## src/rtl/pulse_cmd_scheduler_pkg.sv

```systemverilog
// Shared widths, FSM encoding and write-mask bit positions
// for the per-channel pulse command scheduler.
package pulse_cmd_scheduler_pkg;

  localparam int PHASE_W = 14;
  localparam int FREQ_W  = 24;
  localparam int TREF_W  = 24;
  localparam int ENV_W   = 24;
  localparam int DEPTH_D = 4;

  localparam int WM_PHASE = 0;
  localparam int WM_FREQ  = 1;
  localparam int WM_ENV   = 2;

  typedef enum logic [1:0] {
    S_IDLE = 2'd0,
    S_WAIT = 2'd1,
    S_FIRE = 2'd2
  } state_t;

endpackage

```

## src/rtl/pulse_cmd_scheduler_if.sv

```systemverilog
// Processor-side command bus: valid/ready handshake
// carrying one timed pulse command.
interface pulse_cmd_scheduler_if
  import pulse_cmd_scheduler_pkg::*;
#(
  parameter int PHASE_WIDTH    = PHASE_W,
  parameter int FREQ_WIDTH     = FREQ_W,
  parameter int TREF_WIDTH     = TREF_W,
  parameter int ENV_WORD_WIDTH = ENV_W
);

  logic                      cmd_valid;
  logic                      cmd_ready;
  logic [TREF_WIDTH-1:0]     cmd_time;
  logic [PHASE_WIDTH-1:0]    cmd_phase;
  logic [FREQ_WIDTH-1:0]     cmd_freq;
  logic [ENV_WORD_WIDTH-1:0] cmd_env;
  logic [2:0]                cmd_wmask;

  modport master (
    output cmd_valid, cmd_time, cmd_phase,
    output cmd_freq, cmd_env, cmd_wmask,
    input  cmd_ready
  );

  modport slave (
    input  cmd_valid, cmd_time, cmd_phase,
    input  cmd_freq, cmd_env, cmd_wmask,
    output cmd_ready
  );

endinterface

```

## src/rtl/pulse_cmd_scheduler_cmd_fifo.sv

```systemverilog
// Synchronous first-word-fall-through command FIFO
// with full/empty flags; pushes are dropped while full.
module pulse_cmd_scheduler_cmd_fifo #(
  parameter int WIDTH = 8,
  parameter int DEPTH = 4
) (
  input  logic             clk,
  input  logic             rst,
  input  logic             push,
  input  logic [WIDTH-1:0] wdata,
  input  logic             pop,
  output logic [WIDTH-1:0] rdata,
  output logic             full,
  output logic             empty
);

  localparam int AW = $clog2(DEPTH);

  logic [WIDTH-1:0] mem [DEPTH];
  logic [AW:0]      wr_ptr;
  logic [AW:0]      rd_ptr;
  logic             do_push;
  logic             do_pop;

  // Extra pointer bit tells full from empty when indices match
  assign full  = (wr_ptr[AW] != rd_ptr[AW]) &&
                 (wr_ptr[AW-1:0] == rd_ptr[AW-1:0]);
  assign empty = (wr_ptr == rd_ptr);

  assign do_push = push && !full;
  assign do_pop  = pop && !empty;
  assign rdata   = mem[rd_ptr[AW-1:0]];

  always_ff @(posedge clk or posedge rst) begin
    if (rst) begin
      wr_ptr <= '0;
      rd_ptr <= '0;
    end else begin
      if (do_push) wr_ptr <= wr_ptr + 1'b1;
      if (do_pop)  rd_ptr <= rd_ptr + 1'b1;
    end
  end

  always_ff @(posedge clk) begin
    if (do_push) mem[wr_ptr[AW-1:0]] <= wdata;
  end

endmodule

```

## src/rtl/pulse_cmd_scheduler.sv

```systemverilog
// Timed sequencer: holds queued pulse commands until tref
// reaches their start time, then strobes them into the register.
module pulse_cmd_scheduler
  import pulse_cmd_scheduler_pkg::*;
#(
  parameter int PHASE_WIDTH    = PHASE_W,
  parameter int FREQ_WIDTH     = FREQ_W,
  parameter int TREF_WIDTH     = TREF_W,
  parameter int ENV_WORD_WIDTH = ENV_W,
  parameter int DEPTH          = DEPTH_D
) (
  input  logic                      clk,
  input  logic                      rst,
  input  logic [TREF_WIDTH-1:0]     tref,
  pulse_cmd_scheduler_if.slave      cmd,
  input  logic                      err_clear,
  output logic [PHASE_WIDTH-1:0]    phase_offs_out,
  output logic [FREQ_WIDTH-1:0]     freq_out,
  output logic [ENV_WORD_WIDTH-1:0] env_word_out,
  output logic                      phase_write_en,
  output logic                      freq_write_en,
  output logic                      env_word_write_en,
  output logic                      cstrobe_out,
  output logic                      busy,
  output logic                      late_err
);

  localparam int FW = TREF_WIDTH + PHASE_WIDTH +
                      FREQ_WIDTH + ENV_WORD_WIDTH + 3;

  state_t state;
  state_t state_n;

  logic [FW-1:0]             wdata;
  logic [FW-1:0]             rdata;
  logic                      full;
  logic                      empty;
  logic                      push;
  logic                      fire;
  logic                      late;
  logic [TREF_WIDTH-1:0]     h_time;
  logic [PHASE_WIDTH-1:0]    h_phase;
  logic [FREQ_WIDTH-1:0]     h_freq;
  logic [ENV_WORD_WIDTH-1:0] h_env;
  logic [2:0]                h_mask;
  logic [TREF_WIDTH-1:0]     dt;

  assign cmd.cmd_ready = !full && !rst;
  assign push = cmd.cmd_valid && cmd.cmd_ready;

  assign wdata = {cmd.cmd_time, cmd.cmd_phase,
                  cmd.cmd_freq, cmd.cmd_env,
                  cmd.cmd_wmask};
  assign {h_time, h_phase, h_freq, h_env, h_mask} = rdata;

  pulse_cmd_scheduler_cmd_fifo #(
    .WIDTH (FW),
    .DEPTH (DEPTH)
  ) u_fifo (
    .clk   (clk),
    .rst   (rst),
    .push  (push),
    .wdata (wdata),
    .pop   (fire),
    .rdata (rdata),
    .full  (full),
    .empty (empty)
  );

  // Modular distance: negative (MSB set) means the start time has passed
  assign dt   = h_time - tref;
  assign late = (state == S_WAIT) && dt[TREF_WIDTH-1];
  assign fire = (state == S_WAIT) &&
                ((dt == '0) || dt[TREF_WIDTH-1]);

  always_ff @(posedge clk or posedge rst) begin
    if (rst) state <= S_IDLE;
    else     state <= state_n;
  end

  always_comb begin
    state_n = state;
    unique case (state)
      S_IDLE:  if (!empty) state_n = S_WAIT;
      S_WAIT:  if (fire) state_n = S_FIRE;
      S_FIRE:  state_n = empty ? S_IDLE : S_WAIT;
      default: state_n = S_IDLE;
    endcase
  end

  always_ff @(posedge clk or posedge rst) begin
    if (rst) begin
      phase_offs_out    <= '0;
      freq_out          <= '0;
      env_word_out      <= '0;
      phase_write_en    <= 1'b0;
      freq_write_en     <= 1'b0;
      env_word_write_en <= 1'b0;
      cstrobe_out       <= 1'b0;
    end else begin
      cstrobe_out       <= fire;
      phase_write_en    <= fire && h_mask[WM_PHASE];
      freq_write_en     <= fire && h_mask[WM_FREQ];
      env_word_write_en <= fire && h_mask[WM_ENV];
      if (fire) begin
        phase_offs_out <= h_phase;
        freq_out       <= h_freq;
        env_word_out   <= h_env;
      end
    end
  end

  always_ff @(posedge clk or posedge rst) begin
    if (rst)            late_err <= 1'b0;
    else if (late)      late_err <= 1'b1;
    else if (err_clear) late_err <= 1'b0;
  end

  assign busy = (state != S_IDLE) || !empty;

endmodule

```

## src/flat_wrapper.sv

```systemverilog
// flat-port wrapper written by rule: the top's interface ports become plain ports
module pulse_cmd_scheduler_flat import pulse_cmd_scheduler_pkg::*;
#(
  parameter int PHASE_WIDTH    = PHASE_W,
  parameter int FREQ_WIDTH     = FREQ_W,
  parameter int TREF_WIDTH     = TREF_W,
  parameter int ENV_WORD_WIDTH = ENV_W,
  parameter int DEPTH          = DEPTH_D
)
  (clk, rst, tref, err_clear, phase_offs_out, freq_out, env_word_out, phase_write_en, freq_write_en, env_word_write_en, cstrobe_out, busy, late_err, cmd_cmd_valid, cmd_cmd_time, cmd_cmd_phase, cmd_cmd_freq, cmd_cmd_env, cmd_cmd_wmask, cmd_cmd_ready);
  pulse_cmd_scheduler_if #(.PHASE_WIDTH(PHASE_WIDTH), .FREQ_WIDTH(FREQ_WIDTH), .TREF_WIDTH(TREF_WIDTH), .ENV_WORD_WIDTH(ENV_WORD_WIDTH)) cmd_i ();
  input  logic clk;
  input  logic rst;
  input  logic [TREF_WIDTH-1:0] tref;
  input  logic err_clear;
  output logic [PHASE_WIDTH-1:0] phase_offs_out;
  output logic [FREQ_WIDTH-1:0] freq_out;
  output logic [ENV_WORD_WIDTH-1:0] env_word_out;
  output logic phase_write_en;
  output logic freq_write_en;
  output logic env_word_write_en;
  output logic cstrobe_out;
  output logic busy;
  output logic late_err;
  input wire logic [$bits(cmd_i.cmd_valid)-1:0] cmd_cmd_valid;
  input wire logic [$bits(cmd_i.cmd_time)-1:0] cmd_cmd_time;
  input wire logic [$bits(cmd_i.cmd_phase)-1:0] cmd_cmd_phase;
  input wire logic [$bits(cmd_i.cmd_freq)-1:0] cmd_cmd_freq;
  input wire logic [$bits(cmd_i.cmd_env)-1:0] cmd_cmd_env;
  input wire logic [$bits(cmd_i.cmd_wmask)-1:0] cmd_cmd_wmask;
  output wire logic [$bits(cmd_i.cmd_ready)-1:0] cmd_cmd_ready;
  assign cmd_i.cmd_valid = cmd_cmd_valid;
  assign cmd_i.cmd_time = cmd_cmd_time;
  assign cmd_i.cmd_phase = cmd_cmd_phase;
  assign cmd_i.cmd_freq = cmd_cmd_freq;
  assign cmd_i.cmd_env = cmd_cmd_env;
  assign cmd_i.cmd_wmask = cmd_cmd_wmask;
  assign cmd_cmd_ready = cmd_i.cmd_ready;
  pulse_cmd_scheduler #(.PHASE_WIDTH(PHASE_WIDTH), .FREQ_WIDTH(FREQ_WIDTH), .TREF_WIDTH(TREF_WIDTH), .ENV_WORD_WIDTH(ENV_WORD_WIDTH), .DEPTH(DEPTH)) u_core (.clk(clk), .rst(rst), .tref(tref), .cmd(cmd_i), .err_clear(err_clear), .phase_offs_out(phase_offs_out), .freq_out(freq_out), .env_word_out(env_word_out), .phase_write_en(phase_write_en), .freq_write_en(freq_write_en), .env_word_write_en(env_word_write_en), .cstrobe_out(cstrobe_out), .busy(busy), .late_err(late_err));
endmodule
```

## config.mk

```make
export PLATFORM = sky130hd
export DESIGN_NAME = pulse_cmd_scheduler_flat
export DESIGN_NICKNAME = d
export VERILOG_FILES = /design/src/rtl/pulse_cmd_scheduler_pkg.sv /design/src/rtl/pulse_cmd_scheduler_if.sv /design/src/rtl/pulse_cmd_scheduler_cmd_fifo.sv /design/src/rtl/pulse_cmd_scheduler.sv /design/src/flat_wrapper.sv
export SDC_FILE = /design/constraint.sdc
export NUM_CORES = 1
export LEC_CHECK = 0
export BUFFER_PORTS_ARGS = -buffer_cell sky130_fd_sc_hd__buf_4
export CAP_MARGIN = 40
export CORE_ASPECT_RATIO = 0.9
export CORE_MARGIN = 2
export CORE_UTILIZATION = 30
export DETAILED_ROUTE_END_ITERATION = 6
export PLACE_DENSITY_LB_ADDON = 0.1
export SLEW_MARGIN = 20
export SYNTH_ARGS = -nofsm -noshare
export SYNTH_HDL_FRONTEND = slang
export SYNTH_SLANG_ARGS = --single-unit
```

## constraint.sdc

```tcl
create_clock -name clk -period 7.9 [get_ports clk]
set_input_delay 2.37 -clock clk [delete_from_list [all_inputs] [get_ports clk]]
set_output_delay 2.37 -clock clk [all_outputs]
set_load 0.02 [all_outputs]
```

-- After elaboration in Yosys (flattened, before gate mapping)
Memories as Yosys holds them, arrays and structs flattened.
Index checks and enable logic that the tools add are counted.
- register bits after elaboration: 75
- logic and storage cells: 50
- RAM bits: 356
- input port bits: 117
- output and inout bits: 69
- memories: 1
- memories (name ; words ; bits a word ; read ports ; clocked after Yosys merged registers in ; wr ports ; RTL line ; RTL):
    u_core.u_fifo.mem ; 4 ; 89 ; 1 ; 0 ; 1 ; pulse_cmd_scheduler_cmd_fifo.sv:19 ; logic [WIDTH-1:0] mem [DEPTH];
- add/sub/neg operators: 3
- multiplexer cells: 8
- reductions and logical operators: 20
- equal/unequal tests: 7
- operator list (cell ; number):
    $logic_not A24 Y1 ; 1
    $sub A24 B24 Y24 ; 1
    $logic_and A1 B1 Y1 ; 10
    $add A3 B1 Y3 const B ; 2
    $pmux W2 S3 ; 1
    $mux W1 ; 5
    $mux W2 ; 2
    $reduce_bool A2 Y1 ; 2
    $eq A3 B3 Y1 ; 1
    $logic_not A1 Y1 ; 3
    $eq A2 B1 Y1 const B ; 1
    $eq A2 B2 Y1 ; 1
    $eq A2 B2 Y1 const B ; 1
    $logic_not A2 Y1 ; 1
    $logic_or A1 B1 Y1 ; 2
    $ne A2 B1 Y1 const B ; 1
    $ne A2 B2 Y1 const B ; 1
    $reduce_and A2 Y1 ; 1
    $ne A1 B1 Y1 ; 1

-- Logic depth before layout (Yosys ltp)
Gate-level depths: netlist of run 1.
- depth in word-level cells: 8
- gate-level depth with buffers: 19
- gate-level depth less buffers: 14

-- By module
A second synthesis of run 1 with hierarchy kept.
- cell total of the unflattened synthesis: 909
- area total of the unflattened synthesis: 17767.0 um^2
- modules (own cells, without submodules) (module ; seq. area each (um^2) ; area each (um^2) ; times used ; cells an instance):
    pulse_cmd_scheduler_cmd_fifo ; 10840.4 ; 13474.2 ; 1 ; 514
    pulse_cmd_scheduler ; 1726.7 ; 4292.9 ; 1 ; 395

-- Worst setup path before layout of run 1
OpenSTA, ideal clock, no wires.
- kind: reg-to-reg
- start point: register u_core.u_fifo.rd_ptr[0]
- end point: register u_core.env_word_out[0]
- library setup time: 125 ps
- arrival time: 5524 ps
- path slack: 2251 ps
- clock period less this slack: 5649 ps
- stages on the path, launching flop included: 20
- path buffers: 7
- data required time: 7775 ps
- cells stage by stage: dfrtp_1 -> clkbuf_1 -> buf_1 -> buf_1 -> buf_1 -> mux4_2 -> ha_1 -> buf_2 -> a21oi_1 -> o21ai_1 -> or3_1 -> or3_1 -> nand2_1 -> a311oi_1 -> or4_4 -> nor4b_4 -> a21oi_2 -> buf_6 -> buf_6 -> mux2_4
- word-level cells in the longest chain between the ends: 5
- ends and longest elaborated chain (element ; RTL line ; RTL):
    start: declaration ; pulse_cmd_scheduler_cmd_fifo.sv:21 ; logic [AW:0] rd_ptr;
    start signal: assignment ; pulse_cmd_scheduler_cmd_fifo.sv:40 ; if (do_pop) rd_ptr <= rd_ptr + 1'b1;
    $mem_v2 Z4 W89 * ; -- ;
    $sub A24 B24 Y24 ; pulse_cmd_scheduler.sv:71 ; assign dt = h_time - tref;
    $logic_not A24 Y1 ; pulse_cmd_scheduler.sv:74 ; ((dt == '0) || dt[TREF_WIDTH-1]);
    $logic_or A1 B1 Y1 ; pulse_cmd_scheduler.sv:74 ;
    $logic_and A1 B1 Y1 ; pulse_cmd_scheduler.sv:73 ; assign fire = (state == S_WAIT) &&
    end signal: assignment ; pulse_cmd_scheduler.sv:108 ; env_word_out <= h_env;
    end: declaration ; pulse_cmd_scheduler.sv:19 ; output logic [ENV_WORD_WIDTH-1:0] env_word_out,
Every way passes the cells marked *; elsewhere a longest branch is shown, timed or not.
A chain may end at the register's enable or synchronous reset.

-- Worst setup path after layout of run 1
- start point: input port tref[0]
- end point: register u_core.freq_out[17]
- word-level cells in the longest chain between the ends: 4
- ends and longest elaborated chain (element ; RTL line ; RTL):
    start: declaration ; flat_wrapper.sv:14 ; input logic [TREF_WIDTH-1:0] tref;
    $sub A24 B24 Y24 * ; pulse_cmd_scheduler.sv:71 ;
    $logic_not A24 Y1 ; pulse_cmd_scheduler.sv:74 ;
    $logic_or A1 B1 Y1 * ; pulse_cmd_scheduler.sv:74 ;
    $logic_and A1 B1 Y1 * ; pulse_cmd_scheduler.sv:73 ;
    end signal: assignment ; pulse_cmd_scheduler.sv:107 ; freq_out <= h_freq;
    end: declaration ; pulse_cmd_scheduler.sv:18 ; output logic [FREQ_WIDTH-1:0] freq_out,
Marks and branches as above.

==> results of run 1 <==
[worst max path at each step]
| stage | start | endpoint |
|---|---|---|
| 2_1_floorplan | u_core.u_fifo.rd_ptr[0]$_DFFE_PP0P_ | u_core.env_word_out[0]$_DFFE_PP0P_ |
| 3_3_place_gp | tref[12] | u_core.env_word_out[12]$_DFFE_PP0P_ |
| 3_5_place_dp | tref[12] | u_core.phase_offs_out[7]$_DFFE_PP0P_ |
| 4_1_cts | u_core.u_fifo.rd_ptr[1]$_DFFE_PP0P_ | busy |
| 5_1_grt | u_core.u_fifo.rd_ptr[1]$_DFFE_PP0P_ | busy |
| 6_report | tref[0] | u_core.freq_out[17]$_DFFE_PP0P_ |
[sequential cells by signal, indices dropped and copies added (netlist names)]
| name | flops |
|---|---|
| u_core.u_fifo.wr_ptr | 3 |
| u_core.state | 2 |
| u_core.u_fifo.rd_ptr | 3 |
| u_core.late_err | 1 |
| u_core.freq_out | 24 |
| u_core.env_word_out | 24 |
| u_core.phase_offs_out | 14 |
| u_core.env_word_write_en | 1 |
| u_core.u_fifo.mem | 356 |
| u_core.freq_write_en | 1 |
| u_core.cstrobe_out | 1 |
| u_core.phase_write_en | 1 |
[through the flow]
step,util,hold slack [ns]
CTS,0.373,0.492
detailed placement,0.345,0.482
global placement,0.343,0.484
global route,0.374,0.512
finish,0.374,0.488
floorplan,-,0.446
[metal layers]
metal	wire, microns	vias to the layer above
li1	-	3918
met1	17000	4485
met2	19100	172
met3	2450	69
met4	948	8
met5	49	-
[area by class of cell]
class                   instances  area share
multi-input cells             372       0.205
repair buffers                201      0.0775
clock inverters                17     0.00942
flip-flops and latches        431       0.592
inverters                      35     0.00630
well taps                     765      0.0450
clock buffers                  73      0.0648
[placed cells by master, fill, tap and decap left out, types with 8 or more instances in the layout]
| master | netlist | layout |
|---|---|---|
| ha_1 | 29 | 29 |
| clkbuf_16 | 0 | 49 |
| dfrtp_1 | 75 | 73 |
| buf_4 | 0 | 193 |
| a21oi_1 | 25 | 25 |
| nand2_1 | 21 | 21 |
| clkbuf_1 | 19 | 18 |
| xor2_1 | 8 | 8 |
| xnor2_1 | 12 | 12 |
| nor2b_1 | 10 | 10 |
| edfxtp_1 | 356 | 356 |
| nor2_1 | 12 | 12 |
| o21ai_0 | 16 | 16 |
| mux4_2 | 89 | 89 |
| inv_1 | 35 | 34 |
| clkinv_2 | 0 | 9 |
| mux2_2 | 49 | 49 |
| mux2_4 | 14 | 14 |
[report_power, final]
| part | internal (mW) | switching (mW) | leakage [nW] |
|---|---|---|---|
| Combinational | 1.28 | 1.40 | 2.82 |
| Sequential | 2.91 | 0.218 | 4.12 |
| Clock | 1.31 | 0.899 | 0.766 |
| Total | 5.50 | 2.52 | 7.70 |
[cell families after synthesis]
logic type      count (synthesis)  synth area share
flops                         431             0.731
mux                           154             0.162
simple gates                   88            0.0281
compound gates                 80            0.0295
buf+inv                        67            0.0164
fa+ha+maj                      30            0.0223
xor+xnor                       20            0.0102
==> impl_metrics.json, run 1 <==
{
  "worst_ep_required_time_ns": 8.36,
  "pin_count": 186,
  "dp_hpwl_microns": 23900,
  "min_period_over_period": 0.714,
  "dp_slack_ns": 1.76,
  "cts_setup_buffers": 0,
  "worst-path-buf-inv": 2,
  "slowest_stage": "or4_4",
  "grtUsageMet3": 0.0398,
  "drive_above_1_share": 0.387,
  "yosys_warnings": 0,
  "row_count": 83,
  "grt_overflow": 0,
  "ys_seq_elements": 431,
  "vias": 8652,
  "cts-resized-gates": 0,
  "use_met2": 0.223,
  "worst_slew_pin_slew_ns": 0.780,
  "die_area_sq_mm": 0.0592,
  "skew_ns": 0.0243,
  "async_flop_share": 0.174,
  "layout_setup_ws_ns": 2.26,
  "path_delay_family": "simple AND/OR/NAND/NOR gates",
  "synth_cell_type_count": 54,
  "slowest_delay_ns": 0.56,
  "n_antenna_cell": 0,
  "hold_path_class": "flop to flop",
  "rr_worst_depth": 15,
  "start_util": 0.302,
  "multi_input_area_sq_mm": 0.00436,
  "whs_endpoint": "u_core.u_fifo.wr_ptr[2]$_DFFE_PP0P_",
  "wirelength_microns": 39500,
  "place_congestion": 0.776,
  "route.detailed.drc": 0,
  "track_usage": 0.136,
  "cap_violations": 0,
  "synth_area_per_cell_sq_um": 19.8,
  "syn_area_sq_mm": 0.0172,
  "die_x_microns": 256,
  "cts_buffer_depth": 3,
  "nets": 1236,
  "nFillCells": 5291,
  "cpMostUsedCell": "o21ai_0",
  "seq_area_sq_mm": 0.0126,
  "vias_per_cell": 4.57,
  "ant_nets": 0,
  "synth-main-ff-cell": "edfxtp_1",
  "min_period_ns": 5.64,
  "min_path_cells": 1,
  "drt_iter0_markers": 547,
  "critPathKind": "input port to flop",
  "rsz0062_at_grt": "false",
  "cp-start-kind": "input port",
  "cts_tree": "yes",
  "grt_pass1_wl_microns": 60100,
  "grt.busiest_layer": "met2",
  "drtPass1Iterations": 5,
  "synth_nets": 1017,
  "fp.dieH_microns": 231,
  "design_area_sq_mm": 0.0213,
  "synth_edf_count": 356,
  "grt_pass1_vias": 9500,
  "grt_antenna_before_repair": 4,
  "fin_tns_setup_ns": 0,
  "coreArea_sq_mm": 0.0568,
  "synth_area_leaders": "edfxtp_1 62%, mux4_2 12%, dfrtp_1 11%, mux2_2 3.2%, ha_1 2.1%",
  "grt_max_degree": 69,
  "cp_cell_sequence": "buf_4 -> ha_1 -> fa_1 -> nor2b_1 -> o2111ai_1 -> a21oi_1 -> o21ai_0 -> o21ai_0 -> xor2_1 -> or4_4 -> nor4b_4 -> a21oi_4 -> buf_12 -> mux2_4",
  "cts_hold_buffers": 0,
  "layoutNonFillerInstCount": 1894,
  "syn_inst": 870,
  "maxSlewViolCount": 0,
  "htree_levels": 2,
  "r2r_end": "u_core.freq_out[14]$_DFFE_PP0P_",
  "min_from": "u_core.u_fifo.wr_ptr[2]$_DFFE_PP0P_",
  "setup_viol": 0,
  "clock-sinks": 431,
  "p_leak_nw": 7.70,
  "slew_headroom": 0.480,
  "synth.most_common_cell": "edfxtp_1",
  "p_per_area_mw_per_mm2": 377,
  "met1_usage": 0.174,
  "area_growth_pct": 23.7,
  "crit_fanout": 68,
  "clock.fmax_ghz": 0.177,
  "worstSkewPairLatency_ns": 0.59,
  "cp-end-kind": "flop",
  "synth_top_area_cell": "edfxtp_1",
  "numPortBuffers": 185,
  "vdd_drop_max_mv": 0.218,
  "cts-root-buf": "clkbuf_16",
  "hold_viol_final": 0,
  "routedWlPerCell_microns": 20.8,
  "r2r_start": "u_core.u_fifo.rd_ptr[0]$_DFFE_PP0P_",
  "dp.cells": 1802,
  "synth_commonest_cells": "356 x edfxtp_1, 89 x mux4_2, 75 x dfrtp_1",
  "synth_seq_area_share": 0.731,
  "status": "finished, final reports clean",
  "crit_arrival_ns": 6.10,
  "placed_cell_area_sq_mm": 0.0196,
  "clk_pin_slew_ns": 0.06,
  "rrSetupSlack_ns": 2.64,
  "cp.depth": 14,
  "netlist.area_leader.share": 0.622,
  "numCtsBuffers": 48,
  "p_total_mw": 8.02
}
No activity file was read; power rests on OpenSTA's default activity.
==> inputs of run 2 (changes only) <==
==> constraint.sdc (replaced) <==
create_clock -name clk -period 4.6 [get_ports clk]
set_input_delay 1.38 -clock clk [delete_from_list [all_inputs] [get_ports clk]]
set_output_delay 1.38 -clock clk [all_outputs]
set_load 0.02 [all_outputs]
==> run 2 against run 1 <==
Clock skew rose by 0.0016 ns. Register-to-register slack got worse by 2.4 ns. Hold slack improved by 0.0069 ns. Utilization rose by 0.91 points. Cell area rose by 2.4%. Global-route usage rose by 0.11 points. Clock power rose by 78%. Setup slack got worse by 2.0 ns. Sequential power rose by 70%. Count of clock-buffer cells in the layout fell by 15. Power rose by 80%. Cell count rose by 2.6%.
==> impl_metrics.json, run 2 (same netlist as run 1, synthesis figures left out) <==
{
  "numCtsBuffers": 47,
  "track_usage": 0.137,
  "skew_ns": 0.0260,
  "path_delay_family": "simple AND/OR/NAND/NOR gates",
  "dp_hpwl_microns": 25000,
  "clk_pin_slew_ns": 0.06,
  "grt_antenna_before_repair": 2,
  "rsz0062_at_grt": "false",
  "setup_viol": 0,
  "vias": 8865,
  "layoutNonFillerInstCount": 1944,
  "clock.fmax_ghz": 0.228,
  "start_util": 0.302,
  "grt_pass1_wl_microns": 60600,
  "grt_overflow": 0,
  "clock-sinks": 431,
  "drt_iter0_markers": 560,
  "design_area_sq_mm": 0.0218,
  "crit_fanout": 18,
  "nets": 1287,
  "cts_tree": "yes",
  "vdd_drop_max_mv": 0.256,
  "final_cell_mix": "356 x edfxtp_1, 237 x buf_4, 89 x mux4_2",
  "cap_violations": 0,
  "hold_path_class": "flop to flop",
  "nFillCells": 5295,
  "grt_pass1_vias": 9549,
  "area_growth_pct": 26.7,
  "cp_cell_sequence": "buf_12 -> mux4_2 -> ha_1 -> a21o_1 -> a31oi_1 -> a21oi_2 -> or3_1 -> nand2_1 -> a311oi_1 -> or4_4 -> nor4b_4 -> a21oi_4 -> buf_12 -> buf_12 -> mux2_4",
  "p_per_area_mw_per_mm2": 662,
  "numPortBuffers": 185,
  "cpMostUsedCell": "buf_12",
  "worst-path-buf-inv": 3,
  "worstSkewPairLatency_ns": 0.60,
  "route.detailed.drc": 0,
  "mostFrequentLayoutCell": "edfxtp_1",
  "min_period_ns": 4.39,
  "dp_slack_ns": -0.265,
  "worst_slew_pin_slew_ns": 0.766,
  "cp-start-kind": "flop",
  "pin_count": 186,
  "hold_viol_final": 0,
  "hold_slack_ns": 0.495,
  "layout_setup_ws_ns": 0.209,
  "fp.dieH_microns": 231,
  "cts_buffer_depth": 3,
  "drive_above_1_share": 0.424,
  "cp-end-kind": "flop",
  "place_congestion": 0.738,
  "wirelength_microns": 40400,
  "drtPass1Iterations": 7,
  "row_count": 83,
  "status": "finished, final reports clean",
  "worst_ep_required_time_ns": 5.07,
  "slew_headroom": 0.489,
  "dp.cells": 1852,
  "largest_reg_flops": 356,
  "coreArea_sq_mm": 0.0568,
  "placed_cell_area_sq_mm": 0.0201,
  "die_area_sq_mm": 0.0592,
  "cts-root-buf": "clkbuf_16",
  "critPathKind": "flop to flop",
  "maxSlewViolCount": 0,
  "cts_hold_buffers": 0,
  "die_x_microns": 256,
  "vias_per_cell": 4.56,
  "grt_max_degree": 57,
  "slowest_delay_ns": 0.56,
  "ant_nets": 0,
  "slowest_stage": "or4_4",
  "finish.utilization": 0.383,
  "crit_arrival_ns": 4.86,
  "p_leak_nw": 8.00,
  "routedWlPerCell_microns": 20.8,
  "min_period_over_period": 0.955,
  "htree_levels": 2
}
## run 2: cell count changes in the layout (fill, tap and decap cells not counted), moves of 2 or more
cell | previous run | this run
a21oi_2 | 0 | 4
buf_4 | 193 | 237
inv_6 | 0 | 2
clkinv_1 | 1 | 5
buf_12 | 3 | 14
clkbuf_8 | 6 | 3
clkbuf_1 | 18 | 8
bufinv_16 | 3 | 7
buf_16 | 5 | 0
o21ai_0 | 16 | 14
a21oi_1 | 25 | 21
## run 2: area by class of cell
cell class,instances,area (sq um),share of cell area
clock buffer,58,1250,0.0573
tap,765,957,0.0440
clock inverter,29,365,0.0168
sequential,431,12600,0.578
inverter,35,134,0.00615
antenna,1,2.50,0.000115
timing repair buffer,253,2100,0.0963
multi-input combinational,372,4390,0.202
## run 2: worst paths after layout
check | startpoint | to | slack, ns | cells past startpoint
max in group asynchronous | rst | u_core.phase_offs_out[6]$_DFFE_PP0P_ | 2.90 | 3
min | u_core.state[0]$_DFFE_PP0P_ | u_core.state[0]$_DFFE_PP0P_ | 0.50 | 1
max reg2reg | u_core.u_fifo.rd_ptr[0]$_DFFE_PP0P_ | u_core.env_word_out[2]$_DFFE_PP0P_ | 0.21 | 15
min in group asynchronous | rst | u_core.u_fifo.wr_ptr[2]$_DFFE_PP0P_ | 0.93 | 2
min reg2reg | u_core.state[0]$_DFFE_PP0P_ | u_core.state[0]$_DFFE_PP0P_ | 0.50 | 1
max | u_core.u_fifo.rd_ptr[0]$_DFFE_PP0P_ | u_core.env_word_out[2]$_DFFE_PP0P_ | 0.21 | 15
## run 2: power breakdown
part           internal (mW)  leakage [nW]  switching, mW
Sequential              5.00          4.12          0.324
Clock                   2.33         0.784           1.58
Combinational           2.57          3.10           2.59
Total                   9.90          8.00           4.50
## run 2: what timing repair did
| action | CTS | global route |
|---|---|---|
| setup buffers | 0 | 3 |
| pin swaps | 0 | 4 |
| gates resized for setup | 3 | 9 |
| gates cloned | 0 | 1 |
| endpoints found under the setup margin | 2 | 66 |
## run 2: metrics by stage
step                      power [mW]  TNS (ns)
after floorplan                 8.57         0
after global placement          10.5    -17.17
after detailed placement        10.6    -15.48
after CTS                       14.6         0
after global routing            15.2         0
final                           14.4         0
## run 2: worst reg2reg max path: stages, from the launching register on
cell and delay [ns]:
dfrtp_4 0.45, buf_12 0.16, mux4_2 0.51, ha_1 0.31, a21o_1 0.18, a31oi_1 0.29
a21oi_2 0.12, or3_1 0.41, nand2_1 0.11, a311oi_1 0.12, or4_4 0.56, nor4b_4 0.32
a21oi_4 0.11, buf_12 0.16, buf_12 0.17, mux2_4 0.30
## run 2: routing by layer
layer | wire (microns) | global-route usage
met5 | 10 | 0
met4 | 971 | 0.0428
met3 | 1990 | 0.0318
met2 | 19200 | 0.221
met1 | 18200 | 0.185
==> inputs of run 3 (changes only) <==
==> constraint.sdc (replaced) <==
create_clock -name clk -period 5 [get_ports clk]
set_input_delay 1.5 -clock clk [delete_from_list [all_inputs] [get_ports clk]]
set_output_delay 1.5 -clock clk [all_outputs]
set_load 0.02 [all_outputs]
==> run 3 against run 2 <==
Cell area decreased by 2.0%. Sequential share of layout area increased by 1.2 points. Register-to-register slack improved by 0.24 ns. Global-route usage decreased by 0.15 points. Setup slack improved by 0.24 ns. Power decreased by 13%. Cell count decreased by 1.1%. Count of clock-buffer cells in the layout increased by 14. Wire length decreased by 1.9%. Via count decreased by 1.2%. First-iteration DRC count decreased by 36%. Combinational power decreased by 13%. Largest cell class unchanged.
==> impl_metrics.json, run 3 (same netlist as run 1, synthesis figures left out) <==
{
  "status": "finished, final reports clean",
  "clk_pin_slew_ns": 0.06,
  "layoutNonFillerInstCount": 1923,
  "coreArea_sq_mm": 0.0568,
  "cts-resized-gates": 0,
  "cts-root-buf": "clkbuf_16",
  "r2r_start": "u_core.u_fifo.rd_ptr[0]$_DFFE_PP0P_",
  "mostFrequentLayoutCell": "edfxtp_1",
  "grt_pass1_vias": 9532,
  "placed_cell_area_sq_mm": 0.0199,
  "drt_iter0_markers": 356,
  "wirelength_microns": 39600,
  "dp_hpwl_microns": 24700,
  "die_area_sq_mm": 0.0592,
  "critPathKind": "flop to flop",
  "vias": 8758,
  "slew_headroom": 0.547,
  "dp_slack_ns": -0.0844,
  "htree_levels": 2,
  "min_from": "u_core.u_fifo.wr_ptr[2]$_DFFE_PP0P_",
  "cts_setup_buffers": 0,
  "vias_per_cell": 4.55,
  "min_period_over_period": 0.911,
  "skew_ns": 0.0229,
  "worstSkewPairLatency_ns": 0.59,
  "fin_tns_setup_ns": 0,
  "clock-sinks": 431,
  "grt_antenna_before_repair": 3,
  "place_congestion": 0.741,
  "grt_overflow": 0,
  "nFillCells": 5298,
  "start_util": 0.302,
  "maxSlewViolCount": 0,
  "nets": 1269,
  "rr_worst_depth": 17,
  "design_area_sq_mm": 0.0213,
  "row_count": 83,
  "p_total_mw": 12.6,
  "drive_above_1_share": 0.397,
  "layout_setup_ws_ns": 0.444,
  "routedWlPerCell_microns": 20.6,
  "whs_endpoint": "u_core.u_fifo.wr_ptr[2]$_DFFE_PP0P_",
  "drtPass1Iterations": 5,
  "die_x_microns": 256,
  "cts_hold_buffers": 0,
  "r2r_end": "u_core.freq_out[16]$_DFFE_PP0P_",
  "hold_slack_ns": 0.492,
  "largest_reg_flops": 356,
  "p_leak_nw": 7.75,
  "pin_count": 186,
  "setup_viol": 0,
  "vdd_drop_max_mv": 0.366,
  "rsz0062_at_grt": "false",
  "ant_nets": 0,
  "route.detailed.drc": 0,
  "clock.fmax_ghz": 0.220,
  "final_cell_mix": "356 x edfxtp_1, 224 x buf_4, 89 x mux4_2",
  "finish.utilization": 0.375,
  "numPortBuffers": 185,
  "area_growth_pct": 24.1,
  "hold_viol_final": 0,
  "worst_slew_pin_slew_ns": 0.679,
  "fp.dieH_microns": 231,
  "hold_path_class": "flop to flop",
  "dp.cells": 1838,
  "cts_buffer_depth": 3,
  "rrSetupSlack_ns": 0.44,
  "worst_ep_required_time_ns": 5.46,
  "min_period_ns": 4.56,
  "cp-start-kind": "flop",
  "min_path_cells": 1,
  "numCtsBuffers": 47,
  "grt_pass1_wl_microns": 60100,
  "grt_max_degree": 64,
  "track_usage": 0.136,
  "cap_violations": 0,
  "p_per_area_mw_per_mm2": 590,
  "crit_arrival_ns": 5.01,
  "n_antenna_cell": 0,
  "cts_tree": "yes",
  "cp-end-kind": "flop",
  "crit_fanout": 11
}
## run 3: critical path, cell delays in order, from the launching register on
cell and delay, ns:
dfrtp_4 0.58, mux4_2 0.54, inv_1 0.09, ha_1 0.18, fa_1 0.21, nor2b_1 0.07
o2111ai_1 0.22, a21oi_1 0.13, buf_4 0.16, a21oi_1 0.22, o21ai_1 0.13, buf_4 0.15
a221oi_1 0.29, mux2_2 0.40, nor3_1 0.33, a21oi_4 0.17, buf_4 0.24, mux2_4 0.30
## run 3: worst max path at each step
stage	slack (ns)	end	startpoint	depth (start not counted)
2_1_floorplan	0.004	u_core.env_word_out[0]$_DFFE_PP0P_	u_core.u_fifo.rd_ptr[0]$_DFFE_PP0P_	17
3_3_place_gp	-0.12	u_core.freq_out[16]$_DFFE_PP0P_	tref[0]	14
3_5_place_dp	-0.08	u_core.freq_out[18]$_DFFE_PP0P_	tref[0]	14
4_1_cts	0.35	u_core.freq_out[18]$_DFFE_PP0P_	u_core.u_fifo.rd_ptr[0]$_DFFE_PP0P_	17
5_1_grt	0.03	u_core.freq_out[16]$_DFFE_PP0P_	u_core.u_fifo.rd_ptr[0]$_DFFE_PP0P_	17
6_report	0.44	u_core.freq_out[16]$_DFFE_PP0P_	u_core.u_fifo.rd_ptr[0]$_DFFE_PP0P_	17
## run 3: per-layer routing
metal	wire length, microns	share of wire	up-vias	track usage
met2	18900	0.48	170	0.222
met3	2360	0.060	63	0.0357
met5	43	0.0011	-	0
li1	-	-	3991	-
met1	17400	0.44	4528	0.178
met4	848	0.021	6	0.0397
## run 3: cell type report
cell class,instances,area [sq um],area share
Sequential cell,431,12600,0.590
Multi-Input combinational cell,372,4360,0.205
Timing Repair Buffer,235,1900,0.0892
Clock buffer,72,1290,0.0605
Tap cell,765,957,0.0449
Inverter,35,134,0.00628
Clock inverter,13,109,0.00510
## run 3: report_power, final
| group | total [mW] | switching (mW) | internal, mW |
|---|---|---|---|
| sequential | 4.90 | 0.300 | 4.60 |
| clock | 3.20 | 1.41 | 1.79 |
| combinational | 4.48 | 2.29 | 2.19 |
| total | 12.6 | 4.00 | 8.58 |
